[src/rtl/axi4_mgr_fifo.sv]
// First-word-fall-through data FIFO between the AXI4 manager and its data producer/consumer.
// Status flags decode from a registered level counter, so push_i/pop_i never reach an output combinationally.
module axi4_mgr_fifo #(
  parameter int DATA_WIDTH  = 64,
  parameter int DEPTH       = 16,
  parameter int AF_MARGIN   = 2,
  parameter int LEVEL_WIDTH = $clog2(DEPTH) + 1
) (
  input  logic                   clk_i,
  input  logic                   rstn_i,
  input  logic                   clr_i,
  input  logic                   push_i,
  input  logic [DATA_WIDTH-1:0]  data_i,
  output logic                   ready_o,
  input  logic                   pop_i,
  output logic [DATA_WIDTH-1:0]  data_o,
  output logic                   empty_o,
  output logic                   full_o,
  output logic                   almost_full_o,
  output logic [LEVEL_WIDTH-1:0] level_o,
  output logic                   overflow_o,
  output logic                   underflow_o
);

  localparam int PTR_WIDTH = $clog2(DEPTH);

  logic [DATA_WIDTH-1:0]  mem [DEPTH];
  logic [PTR_WIDTH-1:0]   wr_ptr;
  logic [PTR_WIDTH-1:0]   rd_ptr;
  logic [LEVEL_WIDTH-1:0] level;
  logic                   pop_acc;
  logic                   push_acc;

  assign empty_o       = (level == '0);
  assign full_o        = (level == LEVEL_WIDTH'(DEPTH));
  assign almost_full_o = (level >= LEVEL_WIDTH'(DEPTH - AF_MARGIN));
  assign ready_o       = !full_o;
  assign level_o       = level;
  assign data_o        = empty_o ? '0 : mem[rd_ptr];

  // A push into a full FIFO is legal when a pop frees the head slot in the same cycle.
  assign pop_acc  = pop_i && !empty_o;
  assign push_acc = push_i && (!full_o || pop_acc);

  always_ff @(posedge clk_i) begin
    if (push_acc && !clr_i) begin
      mem[wr_ptr] <= data_i;
    end
  end

  always_ff @(posedge clk_i or negedge rstn_i) begin
    if (!rstn_i) begin
      wr_ptr      <= '0;
      rd_ptr      <= '0;
      level       <= '0;
      overflow_o  <= 1'b0;
      underflow_o <= 1'b0;
    end else if (clr_i) begin
      wr_ptr      <= '0;
      rd_ptr      <= '0;
      level       <= '0;
      overflow_o  <= 1'b0;
      underflow_o <= 1'b0;
    end else begin
      if (push_acc) begin
        wr_ptr <= wr_ptr + PTR_WIDTH'(1);
      end
      if (pop_acc) begin
        rd_ptr <= rd_ptr + PTR_WIDTH'(1);
      end
      case ({push_acc, pop_acc})
        2'b10:   level <= level + LEVEL_WIDTH'(1);
        2'b01:   level <= level - LEVEL_WIDTH'(1);
        default: level <= level;
      endcase
      if (push_i && full_o && !pop_acc) begin
        overflow_o <= 1'b1;
      end
      if (pop_i && empty_o) begin
        underflow_o <= 1'b1;
      end
    end
  end

endmodule

[config.mk]
export PLATFORM = sky130hd
export DESIGN_NAME = axi4_mgr_fifo
export DESIGN_NICKNAME = d
export VERILOG_FILES = /design/src/rtl/axi4_mgr_fifo.sv
export SDC_FILE = /design/constraint.sdc
export NUM_CORES = 1
export LEC_CHECK = 0
export CAP_MARGIN = 40
export CORE_ASPECT_RATIO = 0.5
export CORE_UTILIZATION = 60
export DETAILED_ROUTE_END_ITERATION = 12
export PLACE_DENSITY_LB_ADDON = 0.3
export SLEW_MARGIN = 0
export SYNTH_ARGS = -nofsm -noshare
export SYNTH_HDL_FRONTEND = slang
export SYNTH_SLANG_ARGS = --single-unit
[constraint.sdc]
create_clock -name clk_i -period 9.5 [get_ports clk_i]
set_clock_uncertainty 0.05 [all_clocks]
set_input_delay 1.425 -clock clk_i [delete_from_list [all_inputs] [get_ports clk_i]]
set_output_delay 1.425 -clock clk_i [all_outputs]
set_load 0.02 [all_outputs]
After elaboration in Yosys (flattened, before gate mapping):

Memory sizes are Yosys's and may differ from the RTL's.
Cells that the tools add are included.

* flip-flop bits (word level): 15
* bits in writable memories: 1024
* input port bits: 69
* output and inout bits: 75
* memories kept: 1

* add/sub/neg operators: 4
* $lt $le $gt $ge: 1
* eq/ne operators: 3
* multiplexer cells: 13
* reductions and logical operators: 17

Memory list
* mem: words 16, width 64, rd ports 1, clocked after memory_dff 0, write ports 1, line 27 `logic [DATA_WIDTH-1:0] mem [DEPTH];`

Operators with widths (count)
* $mux W64: 1
* $mux W4: 4
* $pmux W5 S2: 1
* $add A4 B1 Y4 const B: 2
* $reduce_bool A2 Y1: 4
* $logic_and A1 B1 Y1: 6
* $mux W1: 6
* $add A5 B1 Y5 const B: 1
* $eq A5 B5 Y1 const B: 1
* $ge A5 B4 Y1 const B: 1
* $logic_not A5 Y1: 1
* $mux W5: 1
* $sub A5 B1 Y5 const B: 1
* $logic_not A1 Y1: 4
* $reduce_bool A3 Y1: 1
* $eq A2 B1 Y1 const B: 1
* $eq A2 B2 Y1 const B: 1
* $logic_or A1 B1 Y1: 1

Longest topological paths before layout:

Gate-level depths: netlist (run 1).

* word-level depth: 8
* mapped depth: 9
* mapped depth without buffers: 8

Worst setup path after synthesis (run 1):

No wires, ideal clock.

* kind: in2reg
* from: in push_i
* to: mem mem[12][0] (enable)
* setup time: 0.486 ns
* arrival time: 5.053 ns
* required time: 8.964 ns
* setup slack: 3.911 ns
* cell stages on the path: 5
* path buffers: 1
* path through: clkbuf_1 inv_1 a31oi_1 nand2_1 nor2_1

* cells in the longest elaborated chain, start to end: 4

RTL lines
* start, declared: line 12 `input logic push_i,`
* $logic_and A1 B1 Y1: line 43 `assign push_acc = push_i && (!full_o || pop_acc);`
* $logic_and A1 B1 Y1: line 46 `if (push_acc && !clr_i) begin`
* $mux W1: line 46
* $mux W1 (not written as such): line 47 `mem[wr_ptr] <= data_i;`
* end, declared: line 27

Every way passes these cells.

Final worst setup path (run 1):

* from: reg rd_ptr[0]
* to: out data_o[56]

* cells in the longest elaborated chain, start to end: 2

RTL lines
* start, declared: line 29 `logic [PTR_WIDTH-1:0] rd_ptr;`
* start signal, assigned: line 69 `rd_ptr <= rd_ptr + PTR_WIDTH'(1);`
* $mem_v2 Z16 W64
* $mux W64: line 39 `assign data_o = empty_o ? '0 : mem[rd_ptr];`
* end, declared: line 16 `output logic [DATA_WIDTH-1:0] data_o,`

Every way passes these cells.

==> qor.yml, run 1 <==
synth:
  syn_inst: 1691
  synthXorXnorAreaFrac_pct: 0.1542
  syn_avg_cell_area_um2: 23.51
  syn_area_um2: 39760
  synthAdderAreaFrac_pct: 0.3021
  ys_warn_count: 0
  synth_top_cell_by_area: "edfxtp_1"
  synth_edf_count: 1024
  syn_nets: 1769
  synth_seq_area_share_pct: 78.29
  synth.area.top_cells: "edfxtp_1, mux4_2, mux2i_1"
  synth-simple-area-share_pct: 0.7081
  synth.area.mux_share_pct: 17.83
  synth-compound-area-share_pct: 1.479
  ys_seq_elements: 1039
  ys.flop_type: "edfxtp_1"
  ys_async_sr_fraction_pct: 1.444
  yosysMostFrequentCell: "edfxtp_1"
  synth_top_cell_area_share_pct: 77.34
  synth_top_family_by_area: "multiplexers"
  ys_types: 44
  ys_top_cells_by_count: "edfxtp_1, mux4_2, mux2i_1"
global_routing:
  grt_max_degree: 148
  grt_pass1_vias: 18710
  grt_pass1_wl_um: 122000
  grt_use_total_pct: 24.97
  grt.overflow.total: 0
  antenna_found_initial: 3
clock_network:
  cts_root_buf: "clkbuf_16"
  post_cts_buffers: 0
  cts_buffers: 85
  cts_hold_buf: 0
  clk_pin_slew_worst_paths_ns: 0.07
  cts_resized: 0
  clk_latency_ns: 0.65
  cts_max_path_buffers: 3
  cts_num_sinks: 1039
  h-tree-depth: 3
  cts_tree: "done"
cells_and_area:
  nets: 1947
  final_area_um2: 45310
  area_delta_synth_final_pct: 13.95
  post-route-util_pct: 69.45
  drive_gt1_share_pct: 22.97
sta:
  finalSetupViolations: 0
  maxSlewViolCount: 0
  rsz0062_at_grt: "no"
  tightest_slew_ns: 1.006
  hold_viol: 0
  max_freq_mhz: 177.3
  finalCritPeriodShare_pct: 59.38
  period_needed_ns: 5.641
  tns_ns: 0
  relSlewSlack_pct: 32.94
power:
  total_switching_power_mw: 2.998
  p_int_mw: 8.312
  powerDensity_nw_per_um2: 249.6
  peakVddDrop_mv: 0.1948
  power.leakage_nw: 13.54
  power_frac_seq_pct: 45.7
  sw_frac_of_total_pct: 26.51
  power_frac_comb_pct: 23.2
  clkPwrFrac_pct: 31.1
setup_path:
  timing.rr.start: "level_o[4]$_DFFE_PN0P_"
  crit_chain: "buf_12, mux4_2, mux2i_1, o22ai_1, clkdlybuf4s50_1"
  r2r_cells: 4
  arrival_ns: 4.17
  r2r_end: "mem[6][52]$_DFFE_PP_"
  crit_type: "register to output port"
  cp_data_required_time_ns: 8.03
  r2r_slack_ns: 5.70
  slowest_delay_ns: 0.91
  startpoint_type: "register"
  cp_slowest_cell: "dfrtp_4"
  cp_max_fo: 105
  cp-end-kind: "output port"
floorplan:
  die_w_um: 366.0
  die-area_um2: 67360
  core_region_area_um2: 65240
  chipHeight_um: 184.0
  core.rowCount: 66
  ioPinCount: 144
  start_util_pct: 60.94
route:
  dr_total_vias: 18260
  drc: 0
  post_drt_wl_per_cell_um: 29.52
  drtIter0Drc: 1998
  firstDrtPassIters: 5
  wirelength_um: 83240
  vias_per_cell: 6.476
  ant_nets: 0
placed_design:
  dpl.hpwl_um: 43010
  place_area_um2: 42550
  gp_congestion: 0.7714
  port_buffers: 143
worst_hold_path:
  hold_end: "overflow_o$_DFFE_PN0P_"
  min_from: "overflow_o$_DFFE_PN0P_"
  min_path_type: "register to register"
  min_path_cells: 2
outcome:
  status: "finished clean"
run:
  drv_cap: 0
==> stage by stage <==
step / total power [mW] / setup WS (ns) / hold WS [ns] / cells
after floorplan: 7.053 / 3.911 / 0.5017 / 1691
after global placement: 7.863 / 4.267 / 0.4313 / 2652
after detailed placement: 7.903 / 4.257 / 0.4373 / 2666
after CTS: 11.39 / 3.747 / 0.4576 / 2817
after global routing: 11.68 / 3.643 / 0.4695 / 2820
final: 11.31 / 3.859 / 0.4590 / 2820
==> final cells by class <==
cell class / instances / area (µm²)
Fill cell: 3744 / 19930
Multi-Input combinational cell: 551 / 8262
Timing Repair Buffer: 183 / 2012
Inverter: 9 / 33.78
Tap cell: 884 / 1106
Sequential cell: 1039 / 31140
Antenna cell: 3 / 7.507
Clock inverter: 46 / 483.0
Clock buffer: 105 / 2266
==> worst max-delay path by stage <==
stage | depth (start not counted) | endpoint | from
global route | 5 | data_o[52] | rd_ptr[0]$_DFFE_PN0P_
detailed placement | 6 | mem[6][49]$_DFFE_PP_ | pop_i
global placement | 6 | mem[2][21]$_DFFE_PP_ | push_i
CTS | 5 | data_o[56] | rd_ptr[0]$_DFFE_PN0P_
floorplan | 5 | mem[12][0]$_DFFE_PP_ | push_i
finish | 5 | data_o[56] | rd_ptr[0]$_DFFE_PN0P_
==> registers in the layout (all words and copies together) (netlist names) <==
signal,count
mem,1024
level_o,5
rd_ptr,4
wr_ptr,4
overflow_o,1
underflow_o,1
==> metal layers <==
metal,vias up,track usage [%],wire (µm)
met3,109,3.493,5446
met1,9779,35.48,33810
li1,7578,-,-
met4,0,6.929,1535
met5,-,0,0
met2,795,41.48,42450
==> power by group through the flow <==
stage                     sequential, mW  combinational (mW)  clock (mW)
after floorplan                     5.23                1.82           0
after global placement              5.29                2.57           0
after detailed placement            5.27                2.63           0
after CTS                           5.17                2.67        3.55
after global routing                5.18                2.78        3.73
final                               5.17                2.62        3.52
==> cells in the final DEF (no fill, tap or decap), types with 15 or more instances in the layout <==
cell / count
buf_4: 23
clkbuf_1: 17
clkbuf_16: 88
clkdlybuf4s50_1: 143
clkinv_2: 15
edfxtp_1: 1024
mux2i_1: 131
mux4_2: 256
nor2_1: 16
nor2_4: 17
o22ai_1: 64
==> logic make-up (layout without fill, tap and decap cells) <==
group                      after synthesis  after routing
adders and majority gates                9              9
muxes                                  388            388
DFF                                   1039           1039
xor gates and xnor gates                 7              7
other                                    0              3
AOI/OAI and AO/OA                       87             87
and+or+nand+nor                         60             60
buffers and inverters                  101            343
==> critical path: cells and delay by family, from the launching register on <==
kind	cells	cell delay (ns)
compound gates	1	0.17
buf+inv	2	1.20
flops	1	0.91
mux	2	0.94
(Power assumes the default switching activity.)
==> run 2, diff against run 1 <==
==> constraint.sdc (replaced) <==
create_clock -name clk_i -period 5.86 [get_ports clk_i]
set_clock_uncertainty 0.05 [all_clocks]
set_input_delay 0.879 -clock clk_i [delete_from_list [all_inputs] [get_ports clk_i]]
set_output_delay 0.879 -clock clk_i [all_outputs]
set_load 0.02 [all_outputs]
==> run 2 against run 1 <==
  * Worst hold slack gained 0.012 ns
  * Combinational power grew 70%
  * Global-route usage grew 0.12 points
  * First-iteration DRC count shrank 6.0%
  * Sequential power grew 62%
  * Register-to-register slack lost 3.1 ns
  * Setup slack lost 2.8 ns
  * Critical path depth grew 1
  * Non-clock buffer count grew 14
  * Core utilization grew 0.45 points
  * Flip-flop and latch count is the same
  * Clock power grew 68%
  * Critical path type unchanged
  * Critical endpoint is now data_o[1]
  * Highest routed layer unchanged
==> qor.yml, run 2 (synthesized netlist as in run 1, its figures left out) <==
cells_and_area:
  drive_gt1_share_pct: 23.42  # +0.45 points
  nets: 1962  # +0.77%
  instances_no_fill: 2836  # +0.57%
  largest_register_ffs: 1024  # unchanged
  top_register: "mem"
  layout_commonest_cell: "edfxtp_1"
  area_delta_synth_final_pct: 14.69
  layout_common_cells: "edfxtp_1, mux4_2, clkdlybuf4s50_1"
clock_network:
  cts_num_sinks: 1039  # unchanged
  cts_resized: 0  # unchanged
  clk_latency_ns: 0.65  # about the same
  cts_hold_buf: 0  # unchanged
  cts_tree: "done"
  cts_buffers: 86  # +1.2%
  cts_max_path_buffers: 3  # unchanged
  post_cts_buffers: 0  # unchanged
  h-tree-depth: 3  # unchanged
  cts_root_buf: "clkbuf_16"
  clk_pin_slew_worst_paths_ns: 0.07  # about the same
power:
  clkPwrFrac_pct: 31.5  # +0.4 points
  power_frac_comb_pct: 23.8  # +0.6 points
  powerDensity_nw_per_um2: 410.8  # +65%
  total_switching_power_mw: 5.000  # +67%
  sw_frac_of_total_pct: 26.69  # +0.19 points
  power.leakage_nw: 13.68  # +1.0%
  p_int_mw: 13.73  # +65%
  peakVddDrop_mv: 0.2862  # +47%
  power_frac_seq_pct: 44.7  # -1.0 points
setup_path:
  timing.rr.start: "level_o[4]$_DFFE_PN0P_"
  cp_data_required_time_ns: 4.93  # -3.10 ns
  r2r_slack_ns: 2.60  # -3.10 ns
  arrival_ns: 3.89  # -0.28 ns
  crit_type: "register to output port"
  crit_chain: "or4_1, nor2_4, or2_4, buf_16, o22ai_1, clkdlybuf4s50_1"
  path_buf_inv: 2  # unchanged
  startpoint_type: "register"
  r2r_end: "mem[0][43]$_DFFE_PP_"
  r2r_cells: 4  # unchanged
  cp-end-kind: "output port"
  crit_family: "simple AND/OR/NAND/NOR gates"
  cp_max_fo: 33  # -69%
  cp_slowest_cell: "or4_1"
  slowest_delay_ns: 0.81  # -0.10 ns
sta:
  tns_ns: 0  # unchanged
  finalCritPeriodShare_pct: 82.27
  period_needed_ns: 4.821
  relSlewSlack_pct: 37.35  # +4.4 points
  maxSlewViolCount: 0  # unchanged
  finalSetupViolations: 0  # unchanged
  max_freq_mhz: 207.4
  tightest_slew_ns: 0.9398  # -0.06612 ns
  rsz0062_at_grt: "no"
  hold_viol: 0  # unchanged
floorplan:
  ioPinCount: 144  # unchanged
  die_w_um: 366.0  # unchanged
  core.rowCount: 66  # unchanged
  core_region_area_um2: 65240  # unchanged
  die-area_um2: 67360  # unchanged
  start_util_pct: 60.94  # unchanged
  chipHeight_um: 184.0  # unchanged
global_routing:
  grt_max_degree: 65  # -56%
  grt_use_total_pct: 25.09  # +0.12 points
  grt.overflow.total: 0  # unchanged
  grt_pass1_wl_um: 121800  # -0.18%
  grt_pass1_vias: 18910  # +1.1%
  antenna_found_initial: 1  # -2
route:
  drc: 0  # unchanged
  firstDrtPassIters: 5  # unchanged
  drtIter0Drc: 1879  # -6.0%
  wirelength_um: 83560  # +0.38%
  ant_nets: 0  # unchanged
  dr_total_vias: 18420  # +0.84%
  post_drt_wl_per_cell_um: 29.46  # -0.19%
  vias_per_cell: 6.493  # +0.27%
placed_design:
  gp_congestion: 0.7642  # -0.93%
  placedCellCount: 2680  # +0.53%
  dpl.hpwl_um: 41670  # -3.1%
  port_buffers: 143  # unchanged
worst_hold_path:
  min_path_cells: 2  # unchanged
  min_path_type: "register to register"
  min_from: "overflow_o$_DFFE_PN0P_"
  hold_end: "overflow_o$_DFFE_PN0P_"
outcome:
  status: "finished clean"
run:
  drv_cap: 0  # unchanged
-- run 2: cell count changes in the layout (fill, tap and decap cells not counted), sizes merged --
| cell | previous run | this run |
|---|---|---|
| inv | 14 | 13 |
| clkinv | 30 | 35 |
| bufinv | 9 | 13 |
| buf | 40 | 54 |
| clkbuf | 105 | 102 |
| clkinvlp | 2 | 1 |
| diode | 3 | 1 |
-- run 2: stage by stage --
stage               total power, mW  util [%]  hold WS (ns)  instance area, µm²  setup slack (ns)
finish                        18.73     69.89        0.4713               45600             1.039
global placement              12.86     65.29        0.4358               42590             1.477
floorplan                     11.43         -        0.5017               39760            0.8170
global route                  19.32     69.89        0.4979               45600            0.9444
detailed placement            12.98     65.51        0.4497               42730             1.627
CTS                           18.84     69.89        0.4654               45600             1.060
-- run 2: worst reg2reg max path, delay by kind of cell, from the launching register on --
| family | cells | cell delay, ns |
|---|---|---|
| flops | 1 | 0.58 |
| buf+inv | 1 | 0.44 |
| compound gates | 1 | 0.59 |
| simple gates | 2 | 1.21 |
-- run 2: per-layer routing --
| metal | part of all wire [%] | GRT usage, % | up-vias |
|---|---|---|---|
| li1 | - | - | 7605 |
| met4 | 1.9 | 5.640 | 0 |
| met2 | 51 | 41.73 | 843 |
| met3 | 7.5 | 4.610 | 107 |
| met5 | 0 | 0 | - |
| met1 | 40 | 35.35 | 9860 |
-- run 2: final cells by class --
type                    count  area [µm²]
clock buffers             102        2212
multi-input cells         551        8262
diodes                      1       2.502
inverters                   9       33.78
fillers                  3747       19640
clock inverters            53       648.1
flip-flops and latches   1039       31140
repair buffers            197        2197
well taps                 884        1106
-- run 2: power groups by stage --
stage,Clock [mW],Sequential [mW],Combinational [mW]
finish,5.91,8.37,4.45
global route,6.26,8.38,4.69
CTS,5.96,8.37,4.51
detailed placement,0,8.53,4.45
global placement,0,8.59,4.27
floorplan,0,8.48,2.96
-- run 2: how the worst max path moves through the flow --
stage | from | endpoint | slack [ns] | cells past startpoint
after floorplan | push_i | mem[12][0]$_DFFE_PP_ | 0.82 | 5
final | level_o[1]$_DFFE_PN0P_ | data_o[1] | 1.04 | 6
after CTS | level_o[0]$_DFFE_PN0P_ | data_o[1] | 1.06 | 6
after detailed placement | push_i | mem[0][43]$_DFFE_PP_ | 1.63 | 6
after global placement | level_o[0]$_DFFE_PN0P_ | data_o[62] | 1.48 | 5
after global routing | level_o[1]$_DFFE_PN0P_ | data_o[1] | 0.94 | 6
